### config.mk
export PLATFORM = sky130hd
export DESIGN_NAME = sobel_frame_ctrl
export DESIGN_NICKNAME = d
export VERILOG_FILES = /design/src/rtl/sobel_pkg.sv /design/src/rtl/sobel_win_tracker.sv /design/src/rtl/sobel_frame_ctrl.sv
export SDC_FILE = /design/constraint.sdc
export NUM_CORES = 1
export LEC_CHECK = 0
export ABC_AREA = 0
export BUFFER_PORTS_ARGS = -buffer_cell sky130_fd_sc_hd__buf_4
export CAP_MARGIN = 15
export CORE_MARGIN = 2
export CORE_UTILIZATION = 59
export CTS_CLUSTER_DIAMETER = 40
export DETAILED_ROUTE_END_ITERATION = 8
export GPL_TIMING_DRIVEN = 0
export PLACE_DENSITY = 0.77
export SLEW_MARGIN = 0
export SYNTH_ARGS = -nofsm -noshare
export SYNTH_HDL_FRONTEND = slang
export SYNTH_SLANG_ARGS = --single-unit
### constraint.sdc
create_clock -name clk -period 3.7 [get_ports clk]
set_input_delay 1.11 -clock clk [delete_from_list [all_inputs] [get_ports clk]]
set_output_delay 1.11 -clock clk [all_outputs]
set_load 0.02 [all_outputs]
### src/rtl/sobel_pkg.sv
// Shared types and constants for the Sobel frame sequencer: FSM state encoding,
// default frame geometry and the fill/output sizes derived from it.
package sobel_pkg;

  typedef enum logic [1:0] {
    IDLE  = 2'd0,
    FETCH = 2'd1,
    DRAIN = 2'd2,
    DONE  = 2'd3
  } state_t;

  localparam int DEF_WIDTH  = 482;
  localparam int DEF_HEIGHT = 482;

  // Shifts needed before the line buffer holds a full 3x3 window.
  function automatic int fill_len(input int width);
    return 2 * width + 2;
  endfunction

  function automatic int out_pixels(input int width, input int height);
    return (width - 2) * (height - 2);
  endfunction

  localparam int FILL_LEN   = fill_len(DEF_WIDTH);
  localparam int OUT_PIXELS = out_pixels(DEF_WIDTH, DEF_HEIGHT);

endpackage

### src/rtl/sobel_win_tracker.sv
// Qualifies each line-buffer shift as a legal interior window; one cycle from shift to flag.
// No backpressure: every shift_en is evaluated, clear restarts the fill and column tracking.
module sobel_win_tracker
  import sobel_pkg::*;
#(
  parameter int WIDTH  = DEF_WIDTH,
  parameter int ADDR_W = 18
) (
  input  logic clk,
  input  logic rst,
  input  logic clear,
  input  logic shift_en,
  output logic win
);

  localparam logic [ADDR_W-1:0] FILL       = ADDR_W'(fill_len(WIDTH));
  localparam logic [ADDR_W-1:0] COL_MAX    = ADDR_W'(WIDTH - 1);
  localparam logic [ADDR_W-1:0] COL_LEGAL  = ADDR_W'(WIDTH - 3);
  localparam logic [ADDR_W-1:0] ONE        = ADDR_W'(1);

  logic [ADDR_W-1:0] fill_cnt;
  logic [ADDR_W-1:0] col;
  logic              filled;

  assign filled = (fill_cnt == FILL);

  // col tracks (t mod WIDTH) for the window whose newest pixel is shifting now.
  always_ff @(posedge clk or posedge rst) begin
    if (rst) begin
      fill_cnt <= '0;
      col      <= '0;
      win      <= 1'b0;
    end else if (clear) begin
      fill_cnt <= '0;
      col      <= '0;
      win      <= 1'b0;
    end else begin
      win <= shift_en && filled && (col <= COL_LEGAL);
      if (shift_en) begin
        if (!filled) begin
          fill_cnt <= fill_cnt + ONE;
        end else begin
          col <= (col == COL_MAX) ? '0 : col + ONE;
        end
      end
    end
  end

endmodule

### src/rtl/sobel_frame_ctrl.sv
// Streams a WIDTH x HEIGHT frame into the stencil line buffer and addresses the edge-map RAM.
// Read at n, shift at n+1, window at n+2; hold gates new reads in the same cycle.
module sobel_frame_ctrl
  import sobel_pkg::*;
#(
  parameter int WIDTH  = DEF_WIDTH,
  parameter int HEIGHT = DEF_HEIGHT,
  parameter int ADDR_W = 18
) (
  input  logic              clk,
  input  logic              rst,
  input  logic              start,
  input  logic              hold,
  output logic              busy,
  output logic              done,
  output logic              rd_en,
  output logic [ADDR_W-1:0] rd_addr,
  output logic              lb_clear,
  output logic              shift_en,
  output logic              win_valid,
  output logic [ADDR_W-1:0] wr_addr
);

  localparam logic [ADDR_W-1:0] LAST_ADDR = ADDR_W'(WIDTH * HEIGHT - 1);
  localparam logic [ADDR_W-1:0] ONE       = ADDR_W'(1);

  state_t state;
  logic   rd_act;

  // hold must kill the read in the cycle it is raised, so it bypasses the register.
  assign rd_en = rd_act && !hold;

  always_ff @(posedge clk or posedge rst) begin
    if (rst) begin
      state    <= IDLE;
      busy     <= 1'b0;
      done     <= 1'b0;
      rd_act   <= 1'b0;
      rd_addr  <= '0;
      lb_clear <= 1'b0;
      shift_en <= 1'b0;
      wr_addr  <= '0;
    end else begin
      lb_clear <= 1'b0;
      done     <= 1'b0;
      shift_en <= rd_en;
      if (win_valid) begin
        wr_addr <= wr_addr + ONE;
      end
      case (state)
        IDLE: begin
          if (start) begin
            state    <= FETCH;
            busy     <= 1'b1;
            rd_act   <= 1'b1;
            rd_addr  <= '0;
            wr_addr  <= '0;
            lb_clear <= 1'b1;
          end
        end
        FETCH: begin
          if (rd_en) begin
            if (rd_addr == LAST_ADDR) begin
              state  <= DRAIN;
              rd_act <= 1'b0;
            end else begin
              rd_addr <= rd_addr + ONE;
            end
          end
        end
        DRAIN: begin
          // With no shift in flight, the window now on win_valid is the last one.
          if (!shift_en) begin
            state <= DONE;
            busy  <= 1'b0;
            done  <= 1'b1;
          end
        end
        DONE: begin
          state <= IDLE;
        end
        default: begin
          state <= IDLE;
        end
      endcase
    end
  end

  sobel_win_tracker #(
    .WIDTH  (WIDTH),
    .ADDR_W (ADDR_W)
  ) u_win_tracker (
    .clk      (clk),
    .rst      (rst),
    .clear    (lb_clear),
    .shift_en (shift_en),
    .win      (win_valid)
  );

endmodule
== Word level (Yosys, flattened, before mapping) ==
Cells that the tools add are included.
Word-level totals
  register bits after elaboration: 80
  input bits: 4
  output and inout bits: 42
  logic and storage cells: 73
Cells by class
  add/subtract/negate cells: 4
  order comparisons: 1
  equal/unequal tests: 12
  muxes and demuxes: 30
  reductions and logical operators: 15
Operator list (number)
  $mux W18: 13
  $add A18 B1 Y18 const B: 4
  $pmux W18 S2: 1
  $eq A18 B10 Y1 const B: 1
  $eq A18 B18 Y1 const B: 1
  $eq A18 B9 Y1 const B: 1
  $le A18 B9 Y1 const B: 1
  $ne A2 B2 Y1 const B: 6
  $reduce_and A4 Y1: 3
  $mux W1: 9
  $mux W2: 4
  $pmux W2 S4: 1
  $reduce_bool A2 Y1: 4
  $eq A2 B2 Y1 const B: 2
  $pmux W1 S2: 2
  $reduce_and A2 Y1: 2
  $logic_and A1 B1 Y1: 3
  $reduce_and A3 Y1: 1
  $eq A2 B1 Y1 const B: 1
  $logic_not A2 Y1: 1
  $logic_not A1 Y1: 1

== Depth between registers and ports, before layout ==
Gate-level depths: netlist of run 1.
  word-level depth: 5
  gate-level depth with buffers: 9
  mapped depth without buffers: 7

== Cells and area by module ==
Synthesis of run 1 repeated with hierarchy kept, for this count alone.
Second synthesis, totals
  cells, all modules: 472
  area total of the unflattened synthesis: 4459.3 um2
Modules (own cells, without submodules)
  sobel_frame_ctrl: times used 1, cells each 243, area each 2278.4 um2, sequential area each 1076.0 um2
  sobel_win_tracker: times used 1, cells each 229, area each 2180.8 um2, sequential area each 925.9 um2

== Worst setup path before layout of run 1 ==
Ideal clock, no wire load.
  path type: input -> register
  start point: input hold
  end point: register rd_addr[9]
  setup time: 0.066 ns
  arrival time: 2.719 ns
  path slack: 0.915 ns
  stages: 6
  buffers on the path: 1
  cell sequence: nand2b_1 a211oi_1 o21ai_0 clkbuf_1 or4_1 nand2_1
Between the ends
  longest elaborated chain between the ends: 4
Ends and longest elaborated chain
  from (decl): line sobel_frame_ctrl.sv:13  | input logic hold,
  $logic_not A1 Y1: line sobel_frame_ctrl.sv:31  | assign rd_en = rd_act && !hold;
  $logic_and A1 B1 Y1: line sobel_frame_ctrl.sv:31
  $ne A2 B2 Y1 (no source line)
  $reduce_and A4 Y1 (no source line)
  to (signal assigned): line sobel_frame_ctrl.sv:67  | rd_addr <= rd_addr + ONE;
  to (decl): line sobel_frame_ctrl.sv:17  | output logic [ADDR_W-1:0] rd_addr,
No other way between the ends.
A chain may end at the register's enable or synchronous reset.

== Final worst setup path of run 1 ==
  start point: register u_win_tracker.fill_cnt[0]
  end point: register u_win_tracker.col[14]
Between the ends
  longest elaborated chain between the ends: 3
Ends and longest elaborated chain
  from (decl): line sobel_win_tracker.sv:21  | logic [ADDR_W-1:0] fill_cnt;
  from (signal assigned): line sobel_win_tracker.sv:41  | fill_cnt <= fill_cnt + ONE;
  $eq A18 B10 Y1: line sobel_win_tracker.sv:25  | assign filled = (fill_cnt == FILL);
  $reduce_bool A2 Y1 (no source line)
  $reduce_and A2 Y1 (no source line)
  to (signal assigned): line sobel_win_tracker.sv:43  | col <= (col == COL_MAX) ? '0 : col + ONE;
  to (decl): line sobel_win_tracker.sv:22  | logic [ADDR_W-1:0] col;
No other way between the ends.

==> tab_implementation.tex, run 1 <==
\begin{tabular}{lr}
\hline
Metric & Value \\
\hline
\multicolumn{2}{l}{\textbf{Synth}} \\
\quad Avg Cell Area, Syn & about 9.4 um\^{}2 \\
\quad Leading register cell type out of synthesis & dfrtp\_1 \\
\quad Netlist area before placement & between 0.004 and 0.005 mm\^{}2 \\
\quad Yosys cell types & between 40 and 50 \\
\quad Top cell type's share of synthesized area & 0.465 \\
\quad Register area share after synthesis & 0.465 \\
\quad Cell type with the highest aggregate area in the netlist & dfrtp\_1 \\
\quad Top cells by count, synth & dfrtp\_1 (80), nand2\_1 (44), nor2\_1 (43) \\
\quad Proportion of synthesized flip-flops having asynchronous set or reset & 1.00 \\
\quad Number of flip-flops and latches in the synthesized netlist & 80 \\
\quad Yosys Warn Count & 0 \\
\quad Number of nets in the synthesized netlist & between 400 and 500 \\
\quad Largest cells by area after synthesis & dfrtp\_1 (46\%), xor2\_1 (4.1\%), nand2\_1 (3.8\%) \\
\quad Cell count after synthesis & 460 \\
\quad EDFF count, synth & 0 \\
\quad Most frequently used cell type in the post-synthesis netlist & dfrtp\_1 \\
\multicolumn{2}{l}{\textbf{Critical path}} \\
\quad Required time worst endpoint & between 3 and 4 ns \\
\quad Biggest fanout along the worst timing path & 9 \\
\quad Setup slack on the worst flop-to-flop path & between 0.7 and 0.8 ns \\
\quad Worst reg2reg path depth & 8 \\
\quad Worst Path Arrival & 3.27 ns \\
\quad Reg2Reg Launch Point & u\_win\_tracker.fill\_cnt[0] \\
\quad Crit Reg-Reg Endpoint & u\_win\_tracker.col[14] \\
\quad Critical path start-end classification & reg2reg \\
\quad Endpoint class of the critical path & flop \\
\quad Startpoint kind of the worst setup timing path & flop \\
\multicolumn{2}{l}{\textbf{Pwr}} \\
\quad Overall power & roughly 1.5 mW \\
\quad Static Leakage & 2.10 nW \\
\quad Cell Pwr Density & 299 mW/mm\^{}2 \\
\quad Worst ir drop on vdd & roughly 0.19 mV \\
\multicolumn{2}{l}{\textbf{Clocking}} \\
\quad Clock latency on the worst-skew pair & between 0.3 and 0.4 ns \\
\quad Clock buffer count from CTS & 9 \\
\quad Count of clock tree sinks & 80 \\
\quad Clock Tree Buf Depth & 2 \\
\quad Total number of H-tree levels & 3 \\
\quad Clock tree from TritonCTS & built \\
\quad Clk slew on worst S/H paths & $\sim$0.090 ns \\
\quad Post-CTS Repair Setup Buffers & 0 \\
\quad Clock tree root buffer cell & clkbuf\_8 \\
\quad Number of resized instances in the post-cts repair step & 0 \\
\quad Number of hold buffers added after CTS & 0 \\
\multicolumn{2}{l}{\textbf{Floorplan}} \\
\quad I/O pin count & 46 \\
\quad Initial Utilization & 0.601 \\
\quad Die Y-Extent & roughly 89 um \\
\quad Die span in x & between 80 and 90 um \\
\quad Standard-cell row count & 31 \\
\quad Die footprint & about 0.0080 mm\^{}2 \\
\quad Core area & roughly 0.0072 mm\^{}2 \\
\multicolumn{2}{l}{\textbf{STA}} \\
\quad Slew HR & 0.485 \\
\quad Worst-case setup margin in the final layout & between 0.7 and 0.8 ns \\
\quad Unrepaired setup endpoints after global routing & no \\
\quad Highest achievable clock rate & about 340 MHz \\
\quad Final total negative setup slack & 0 ns \\
\quad Final worst path period need & just under 3 ns \\
\quad Part of the cycle the worst path needs & 0.806 \\
\quad Transition time at the pin with the least slew margin & roughly 0.76 ns \\
\quad Final-report hold violation count & 0 \\
\quad Min Hold Slack & just under 0.5 ns \\
\quad Final setup violation count & 0 \\
\quad Final Slew Violations & 0 \\
\quad Clock Skew & 0.0144 ns \\
\multicolumn{2}{l}{\textbf{Finish}} \\
\quad Area occupied by multi-input gates & between 0.002 and 0.0025 mm\^{}2 \\
\quad Post-synthesis to final-layout area growth & 15.6\% \\
\quad Fillcell total & between 500 and 600 \\
\quad Nets & 530 \\
\quad FF+latch area & between 0.002 and 0.0025 mm\^{}2 \\
\quad Fin cells & around 620 \\
\quad Ant. Diodes & 0 \\
\quad Fraction of final layout cells with drive strength greater than 1 & 0.155 \\
\quad Fraction of the core area covered by cells at the end of the flow & 0.694 \\
\quad Final instance area & 0.00498 mm\^{}2 \\
\multicolumn{2}{l}{\textbf{Route}} \\
\quad WL/cell & approximately 15 um \\
\quad Total number of vias & between 3000 and 4000 \\
\quad Initial DRC count & 223 \\
\quad Number of nets with antenna violations after detailed routing & 0 \\
\quad Via-to-Cell Ratio & 5.92 \\
\quad DRC Markers & 0 \\
\quad Total detailed-routing wirelength & 9.14 mm \\
\quad Drt first pass iters & 4 \\
\multicolumn{2}{l}{\textbf{Placement}} \\
\quad Total cell area at the placement stage & $\sim$0.0048 mm\^{}2 \\
\quad RD Place Congestion & between 0.8 and 0.9 \\
\quad Number of placed instances with taps included & $\sim$600 \\
\quad Detailed placement HPWL & approximately 6.5 mm \\
\quad Worst setup slack before clock tree synthesis & $\sim$0.48 ns \\
\quad Buffers added on ports & 45 \\
\multicolumn{2}{l}{\textbf{Hold path}} \\
\quad Capture endpoint of the worst hold path & rd\_act \\
\quad Source of the worst hold timing path & rd\_act \\
\quad Depth of the worst hold-timing path & 1 \\
\quad Worst hold path class & reg2reg \\
\multicolumn{2}{l}{\textbf{GRT}} \\
\quad Pin count of the biggest net entering global routing & 61 \\
\quad Number of global-route vias before repair & between 3000 and 4000 \\
\quad Wire length of the first global-routing pass & about 15 mm \\
\quad GR Util All Layers & 0.243 \\
\quad Antenna violations before repair & 0 \\
\quad Final global-route overflow total & 0 \\
\multicolumn{2}{l}{\textbf{Run status}} \\
\quad Status & completed \\
\multicolumn{2}{l}{\textbf{Flow run}} \\
\quad Max cap viols & 0 \\
\hline
\end{tabular}
metal layers:
metal | track usage | wire length (um)
met5 | 0 | 0
met4 | 0.102 | 128
met3 | 0.0379 | 318
met2 | 0.397 | 4460
met1 | 0.325 | 4230
how the worst max path moves through the flow:
stage                                    startpoint                    end  slack (ns)  cells after the start
after floorplan                                 rst                   busy        0.54                      1
after global routing      u_win_tracker.fill_cnt[0]  u_win_tracker.col[11]        0.59                      9
after CTS                 u_win_tracker.fill_cnt[0]  u_win_tracker.col[11]        0.75                      9
after detailed placement                       hold             rd_addr[4]        0.48                      7
final                     u_win_tracker.fill_cnt[0]  u_win_tracker.col[14]        0.72                      8
after global placement                          rst             wr_addr[9]       -0.41                      2
logic make-up (layout without fill, tap and decap cells):
family	Yosys count	in the layout	share of synthesized area
fa+ha+maj	9	9	0.0261
compound gates	100	100	0.161
mux	5	5	0.0122
xor+xnor	29	29	0.0589
buf+inv	35	97	0.0354
simple gates	202	202	0.241
flops	80	80	0.465
cell type report:
cell class	count	area share
Clock inverter	7	0.0111
Inverter	21	0.0163
Buffer	14	0.0148
Clock buffer	9	0.0249
Multi-Input combinational cell	345	0.433
Timing Repair Buffer	46	0.0734
Tap cell	99	0.0249
Sequential cell	80	0.402
power by group:
group          switching [mW]  leakage (nW)  internal, mW  total, mW
combinational          0.0182         0.996       0.00564     0.0239
clock                   0.340        0.0919         0.252      0.592
sequential                  0          1.01         0.873      0.873
total                   0.358          2.10          1.13       1.49
critical path, stage by stage (launching register included):
cell	delay [ns]
dfrtp_1	0.45
inv_1	0.12
ha_1	0.15
or4b_1	0.43
or4_1	0.51
buf_2	0.18
or4_1	0.41
a2111oi_0	0.44
mux2_2	0.24
layout by cell type (no fill, tap or decap), drive strengths merged, types with 3 or more instances in the layout:
master	count
or2	6
mux2i	3
a211oi	3
and4	3
o211ai	14
o21ai	21
o21a	9
nor4	14
ha	9
o31ai	13
or3	13
xnor2	9
nand2b	5
nor2b	3
clkinv	3
nand3	27
nor3	9
nand2	44
inv	24
xor2	20
dfrtp	80
nor2	43
nand4	13
clkbuf	19
and3	7
o2bb2a	6
or4	10
o2111ai	4
a21oi	18
buf	50
state kept, by name, summed over array words and instances (netlist names):
register	cells
shift_en	1
busy	1
wr_addr	18
state	2
u_win_tracker.win	1
lb_clear	1
u_win_tracker.col	18
rd_addr	18
done	1
rd_act	1
u_win_tracker.fill_cnt	18
Note: power is estimated with default switching activity, not from simulation.
==> inputs of run 2 (changes only) <==
==> constraint.sdc (replaced) <==
create_clock -name clk -period 2.9 [get_ports clk]
set_input_delay 0.87 -clock clk [delete_from_list [all_inputs] [get_ports clk]]
set_output_delay 0.87 -clock clk [all_outputs]
set_load 0.02 [all_outputs]
==> tab_implementation.tex, run 2 (synthesis gave the netlist of run 1 again) <==
\begin{tabular}{lr}
\hline
Metric & Value \\
\hline
\multicolumn{2}{l}{\textbf{Pwr}} \\
\quad Cell Pwr Density & about 400 mW/mm\^{}2 \\
\quad Relative contribution of sequential cells to total power & 0.554 \\
\quad Internal power consumption & approximately 1.6 mW \\
\quad Switching power total & 419 uW \\
\quad Proportion of power drawn by the clock network & 0.430 \\
\quad Combinational share of power & 0.016 \\
\quad Worst ir drop on vdd & around 0.29 mV \\
\quad Proportion of total power due to net switching & 0.209 \\
\quad Static Leakage & 2.13 nW \\
\multicolumn{2}{l}{\textbf{Critical path}} \\
\quad Top Family by Delay on Critical Path & simple AND/OR/NAND/NOR gates \\
\quad Worst path max stage delay & 0.55 ns \\
\quad Endpoint class of the critical path & flop \\
\quad Biggest fanout along the worst timing path & 10 \\
\quad Critical path start-end classification & reg2reg \\
\quad Startpoint kind of the worst setup timing path & flop \\
\quad Buffer and inverter count on the worst path & 4 \\
\quad Cell-by-cell trace of the critical path & inv\_2, ha\_1, or4b\_1, or4\_4, buf\_6, or4\_4, buf\_6, buf\_8, o31ai\_2 \\
\quad CP max stage cell & or4\_4 \\
\quad Required time worst endpoint & around 3.2 ns \\
\quad Worst Path Arrival & slightly above 3 ns \\
\multicolumn{2}{l}{\textbf{STA}} \\
\quad Final total negative setup slack & 0 ns \\
\quad Highest achievable clock rate & between 300 and 400 MHz \\
\quad Worst-case setup margin in the final layout & $\sim$0.084 ns \\
\quad Unrepaired setup endpoints after global routing & no \\
\quad Slew HR & 0.399 \\
\quad Transition time at the pin with the least slew margin & around 0.89 ns \\
\quad Final worst path period need & around 2.8 ns \\
\quad Final-report hold violation count & 0 \\
\quad Clock Skew & $\sim$0.0069 ns \\
\quad Final Slew Violations & 0 \\
\quad Part of the cycle the worst path needs & 0.971 \\
\quad Final setup violation count & 0 \\
\multicolumn{2}{l}{\textbf{Placement}} \\
\quad Worst setup slack before clock tree synthesis & -0.119 ns \\
\quad RD Place Congestion & 0.877 \\
\quad Total cell area at the placement stage & 0.00481 mm\^{}2 \\
\quad Detailed placement HPWL & about 6.4 mm \\
\quad Number of placed instances with taps included & approximately 600 \\
\quad Buffers added on ports & 45 \\
\multicolumn{2}{l}{\textbf{Floorplan}} \\
\quad Die span in x & between 80 and 90 um \\
\quad I/O pin count & 46 \\
\quad Initial Utilization & 0.601 \\
\quad Die footprint & $\sim$0.008 mm\^{}2 \\
\quad Standard-cell row count & 31 \\
\quad Core area & approximately 0.0072 mm\^{}2 \\
\quad Die Y-Extent & 89.5 um \\
\multicolumn{2}{l}{\textbf{GRT}} \\
\quad Pin count of the biggest net entering global routing & 36 \\
\quad Antenna violations before repair & 0 \\
\quad Number of global-route vias before repair & 3361 \\
\quad GR Util All Layers & 0.241 \\
\quad Final global-route overflow total & 0 \\
\quad Wire length of the first global-routing pass & 15.2 mm \\
\multicolumn{2}{l}{\textbf{Clocking}} \\
\quad Clock latency on the worst-skew pair & between 0.3 and 0.4 ns \\
\quad Clock buffer count from CTS & 9 \\
\quad Number of hold buffers added after CTS & 0 \\
\quad Clock tree root buffer cell & clkbuf\_8 \\
\quad Clock tree from TritonCTS & built \\
\quad Clock Tree Buf Depth & 2 \\
\quad Clk slew on worst S/H paths & approximately 0.08 ns \\
\quad Total number of H-tree levels & 3 \\
\quad Count of clock tree sinks & 80 \\
\multicolumn{2}{l}{\textbf{Finish}} \\
\quad Post-synthesis to final-layout area growth & 17.7\% \\
\quad Leading cell type in the layout, fill and taps excluded & dfrtp\_1 \\
\quad Fillcell total & between 500 and 600 \\
\quad Fraction of final layout cells with drive strength greater than 1 & 0.171 \\
\quad Area occupied by multi-input gates & approximately 0.0022 mm\^{}2 \\
\quad Nets & approximately 530 \\
\quad FF+latch area & roughly 0.0020 mm\^{}2 \\
\quad Ant. Diodes & 0 \\
\quad Highest-count cells in the layout ignoring fill and taps & dfrtp\_1 (79), buf\_4 (47), nand2\_1 (44) \\
\quad Fin cells & between 600 and 700 \\
\quad Final instance area & 0.00507 mm\^{}2 \\
\multicolumn{2}{l}{\textbf{Route}} \\
\quad Via-to-Cell Ratio & slightly below 6 \\
\quad Drt first pass iters & 4 \\
\quad Number of nets with antenna violations after detailed routing & 0 \\
\quad WL/cell & roughly 15 um \\
\quad Initial DRC count & $\sim$150 \\
\quad Total number of vias & between 3000 and 4000 \\
\quad Total detailed-routing wirelength & 9.07 mm \\
\quad DRC Markers & 0 \\
\multicolumn{2}{l}{\textbf{Run status}} \\
\quad Status & completed \\
\multicolumn{2}{l}{\textbf{Hold path}} \\
\quad Worst hold path class & in2async \\
\multicolumn{2}{l}{\textbf{Flow run}} \\
\quad Max cap viols & 0 \\
\hline
\end{tabular}
run 2: cell types whose count changed in the layout (fill, tap and decap cells not counted), sizes merged:
| cell | delta |
|---|---|
| inv | -4 |
| buf | +3 |
| clkinvlp | +1 |
| bufinv | +1 |
| clkinv | -1 |
| clkbuf | +3 |
run 2: repair_timing:
action	in CTS	in global routing
resized for setup	0	11
setup buffers	1	1
hold endpoints to repair	0	0
setup endpoints to repair	4	21
run 2: worst register-to-register path: cells and delay by family, from the launching register on:
family	cells	cell delay, ns
AND/OR/NAND/NOR	3	1.47
adder cells (fa/ha/maj)	1	0.14
buffers and inverters	4	0.52
flip-flops	1	0.40
AO/OA/AOI/OAI	1	0.21
run 2: path summary, 6_finish.rpt:
path / cells after the start / slack [ns] / startpoint / end
max: 9 / 0.08 / u_win_tracker.fill_cnt[0] / u_win_tracker.col[3]
min: 2 / 0.47 / rst / u_win_tracker.col[4]
max reg2reg: 9 / 0.08 / u_win_tracker.fill_cnt[0] / u_win_tracker.col[3]
min reg2reg: 1 / 0.49 / rd_act / rd_act
max in group asynchronous: 4 / 1.72 / rst / u_win_tracker.fill_cnt[16]
min in group clk: 1 / 0.49 / rd_act / rd_act
run 2: metrics by stage:
step | util | hold WS, ns | power [mW]
6_report | 0.707 | 0.472 | 2.01
5_1_grt | 0.707 | 0.474 | 2.09
4_1_cts | 0.702 | 0.464 | 2.05
3_5_place_dp | 0.671 | 0.473 | 1.17
3_3_place_gp | 0.665 | 0.462 | 1.16
2_1_floorplan | - | 0.451 | 1.15
run 2: per-layer routing:
| layer | share of wire | global-route usage |
|---|---|---|
| met2 | 0.48 | 0.407 |
| met1 | 0.47 | 0.309 |
| met4 | 0.018 | 0.0882 |
| met3 | 0.036 | 0.0471 |
| met5 | 0 | 0 |
run 2: area by class of cell:
type                    instances  share of cell area
clock inverters                 4              0.0101
clock buffers                  12              0.0326
well taps                      99              0.0244
flip-flops and latches         80               0.395
multi-input cells             345               0.428
repair buffers                 49              0.0775
inverters                      21              0.0163
plain buffers                  14              0.0160
run 2: power by group through the flow:
stage	clock network (mW)	logic (mW)	registers, mW
after global routing	0.940	0.0373	1.11
after floorplan	0	0.0170	1.14
final	0.864	0.0319	1.11
after CTS	0.899	0.0341	1.11
after global placement	0	0.0267	1.14
after detailed placement	0	0.0340	1.14
==> inputs of run 3 (changes only) <==
--- a/config.mk
+++ b/config.mk
@@ -14,6 +14,7 @@
 export DETAILED_ROUTE_END_ITERATION = 8
 export GPL_TIMING_DRIVEN = 0
 export PLACE_DENSITY = 0.77
+export REMOVE_ABC_BUFFERS = 1
 export SLEW_MARGIN = 0
 export SYNTH_ARGS = -nofsm -noshare
 export SYNTH_HDL_FRONTEND = slang
==> tab_implementation.tex, run 3 (synthesis gave the netlist of run 1 again) <==
\begin{tabular}{lr}
\hline
Metric & Value \\
\hline
\multicolumn{2}{l}{\textbf{Finish}} \\
\quad Ant. Diodes & 0 \\
\quad FF+latch area & roughly 0.0020 mm\^{}2 \\
\quad Area occupied by multi-input gates & approximately 0.0022 mm\^{}2 \\
\quad Nets & around 520 \\
\quad Post-synthesis to final-layout area growth & 16.1\% \\
\quad Fraction of the core area covered by cells at the end of the flow & 0.697 \\
\quad Highest-count cells in the layout ignoring fill and taps & dfrtp\_1 (79), buf\_4 (48), nand2\_1 (44) \\
\quad Fraction of final layout cells with drive strength greater than 1 & 0.168 \\
\quad Leading cell type in the layout, fill and taps excluded & dfrtp\_1 \\
\quad Fillcell total & $\sim$570 \\
\multicolumn{2}{l}{\textbf{STA}} \\
\quad Clock Skew & about 0.0087 ns \\
\quad Slew HR & 0.328 \\
\quad Part of the cycle the worst path needs & 0.972 \\
\quad Unrepaired setup endpoints after global routing & no \\
\quad Transition time at the pin with the least slew margin & 1.00 ns \\
\quad Final setup violation count & 0 \\
\quad Final Slew Violations & 0 \\
\quad Worst-case setup margin in the final layout & roughly 0.082 ns \\
\quad Final worst path period need & approximately 2.8 ns \\
\quad Final-report hold violation count & 0 \\
\quad Highest achievable clock rate & about 350 MHz \\
\quad Final total negative setup slack & 0 ns \\
\quad Min Hold Slack & about 0.49 ns \\
\multicolumn{2}{l}{\textbf{Route}} \\
\quad Total detailed-routing wirelength & 8.93 mm \\
\quad DRC Markers & 0 \\
\quad Via-to-Cell Ratio & 5.97 \\
\quad Total number of vias & between 3000 and 4000 \\
\quad Initial DRC count & 200 \\
\quad Number of nets with antenna violations after detailed routing & 0 \\
\quad WL/cell & 14.6 um \\
\quad Drt first pass iters & 4 \\
\multicolumn{2}{l}{\textbf{Pwr}} \\
\quad Static Leakage & around 2.1 nW \\
\quad Worst ir drop on vdd & between 0.2 and 0.3 mV \\
\quad Cell Pwr Density & 401 mW/mm\^{}2 \\
\multicolumn{2}{l}{\textbf{Critical path}} \\
\quad CP max stage cell & or4\_4 \\
\quad Worst path max stage delay & 0.59 ns \\
\quad Worst Path Arrival & a little over 3 ns \\
\quad Startpoint kind of the worst setup timing path & flop \\
\quad Top Family by Delay on Critical Path & simple AND/OR/NAND/NOR gates \\
\quad Critical path start-end classification & reg2reg \\
\quad Buffer and inverter count on the worst path & 1 \\
\quad Endpoint class of the critical path & flop \\
\quad Cell-by-cell trace of the critical path & inv\_1, ha\_1, or4b\_1, or4\_4, or4\_1, a2111oi\_0, mux2\_2 \\
\quad Required time worst endpoint & 3.19 ns \\
\quad Biggest fanout along the worst timing path & 9 \\
\multicolumn{2}{l}{\textbf{Floorplan}} \\
\quad Die Y-Extent & slightly below 90 um \\
\quad Core area & roughly 0.007 mm\^{}2 \\
\quad I/O pin count & 46 \\
\quad Initial Utilization & 0.601 \\
\quad Die span in x & 89.5 um \\
\quad Die footprint & roughly 0.0080 mm\^{}2 \\
\quad Standard-cell row count & 31 \\
\multicolumn{2}{l}{\textbf{Placement}} \\
\quad Worst setup slack before clock tree synthesis & -0.527 ns \\
\quad Buffers added on ports & 45 \\
\quad RD Place Congestion & between 0.8 and 0.9 \\
\quad Detailed placement HPWL & around 6.1 mm \\
\multicolumn{2}{l}{\textbf{Flow run}} \\
\quad Max cap viols & 0 \\
\multicolumn{2}{l}{\textbf{Clocking}} \\
\quad Clock latency on the worst-skew pair & 0.35 ns \\
\quad Total number of H-tree levels & 3 \\
\quad Clock Tree Buf Depth & 2 \\
\quad Clock tree root buffer cell & clkbuf\_8 \\
\quad Count of clock tree sinks & 80 \\
\quad Clock buffer count from CTS & 9 \\
\quad Clock tree from TritonCTS & built \\
\quad Number of hold buffers added after CTS & 0 \\
\quad Clk slew on worst S/H paths & about 0.08 ns \\
\multicolumn{2}{l}{\textbf{GRT}} \\
\quad GR Util All Layers & 0.237 \\
\quad Pin count of the biggest net entering global routing & 56 \\
\quad Antenna violations before repair & 0 \\
\quad Number of global-route vias before repair & between 3000 and 4000 \\
\quad Final global-route overflow total & 0 \\
\quad Wire length of the first global-routing pass & roughly 15 mm \\
\multicolumn{2}{l}{\textbf{Run status}} \\
\quad Status & completed \\
\multicolumn{2}{l}{\textbf{Hold path}} \\
\quad Worst hold path class & reg2reg \\
\hline
\end{tabular}
run 3: metrics by stage:
stage / cell area, um^2 / std cells / power, mW
final: 5000 / 611 / 2.00
after detailed placement: 4730 / 591 / 1.17
after CTS: 4980 / 610 / 2.03
after global routing: 5000 / 611 / 2.08
after global placement: 4700 / 590 / 1.16
after floorplan: 4240 / 446 / 1.15
run 3: metal layers:
| metal | wire, um | track usage | vias up |
|---|---|---|---|
| met5 | 0 | 0 | - |
| met4 | 124 | 0.0801 | 0 |
| met3 | 339 | 0.0499 | 12 |
| met2 | 4420 | 0.398 | 82 |
| met1 | 4040 | 0.307 | 1779 |
| li1 | - | - | 1772 |
run 3: worst paths after layout:
| path | endpoint | cells after the start | from | slack [ns] |
|---|---|---|---|---|
| worst max register to register | u_win_tracker.col[14] | 7 | u_win_tracker.fill_cnt[0] | 0.08 |
| max in group asynchronous | wr_addr[0] | 3 | rst | 1.83 |
| worst max-delay path | u_win_tracker.col[14] | 7 | u_win_tracker.fill_cnt[0] | 0.08 |
| min in group asynchronous | rd_addr[14] | 2 | rst | 0.51 |
| worst min-delay path | rd_act | 1 | rd_act | 0.49 |
| worst min register to register | rd_act | 1 | rd_act | 0.49 |
run 3: area by class of cell:
cell class              count  share of cell area
clock buffers              13              0.0338
clock inverters             2             0.00751
inverters                  21              0.0163
multi-input cells         345               0.435
flip-flops and latches     80               0.401
well taps                  99              0.0248
repair buffers             51              0.0826
run 3: report_power, final:
part | internal [mW] | leakage (nW) | switching [mW]
Combinational | 0.00721 | 0.997 | 0.0228
Sequential | 1.11 | 1.01 | 0
Clock | 0.465 | 0.102 | 0.395
Total | 1.59 | 2.11 | 0.418
run 3: repair_timing:
item,in CTS,in global routing
pin swaps,1,2
gates cloned,0,0
gates resized for setup,3,4
buffers inserted,4,0
setup endpoints to repair,9,18
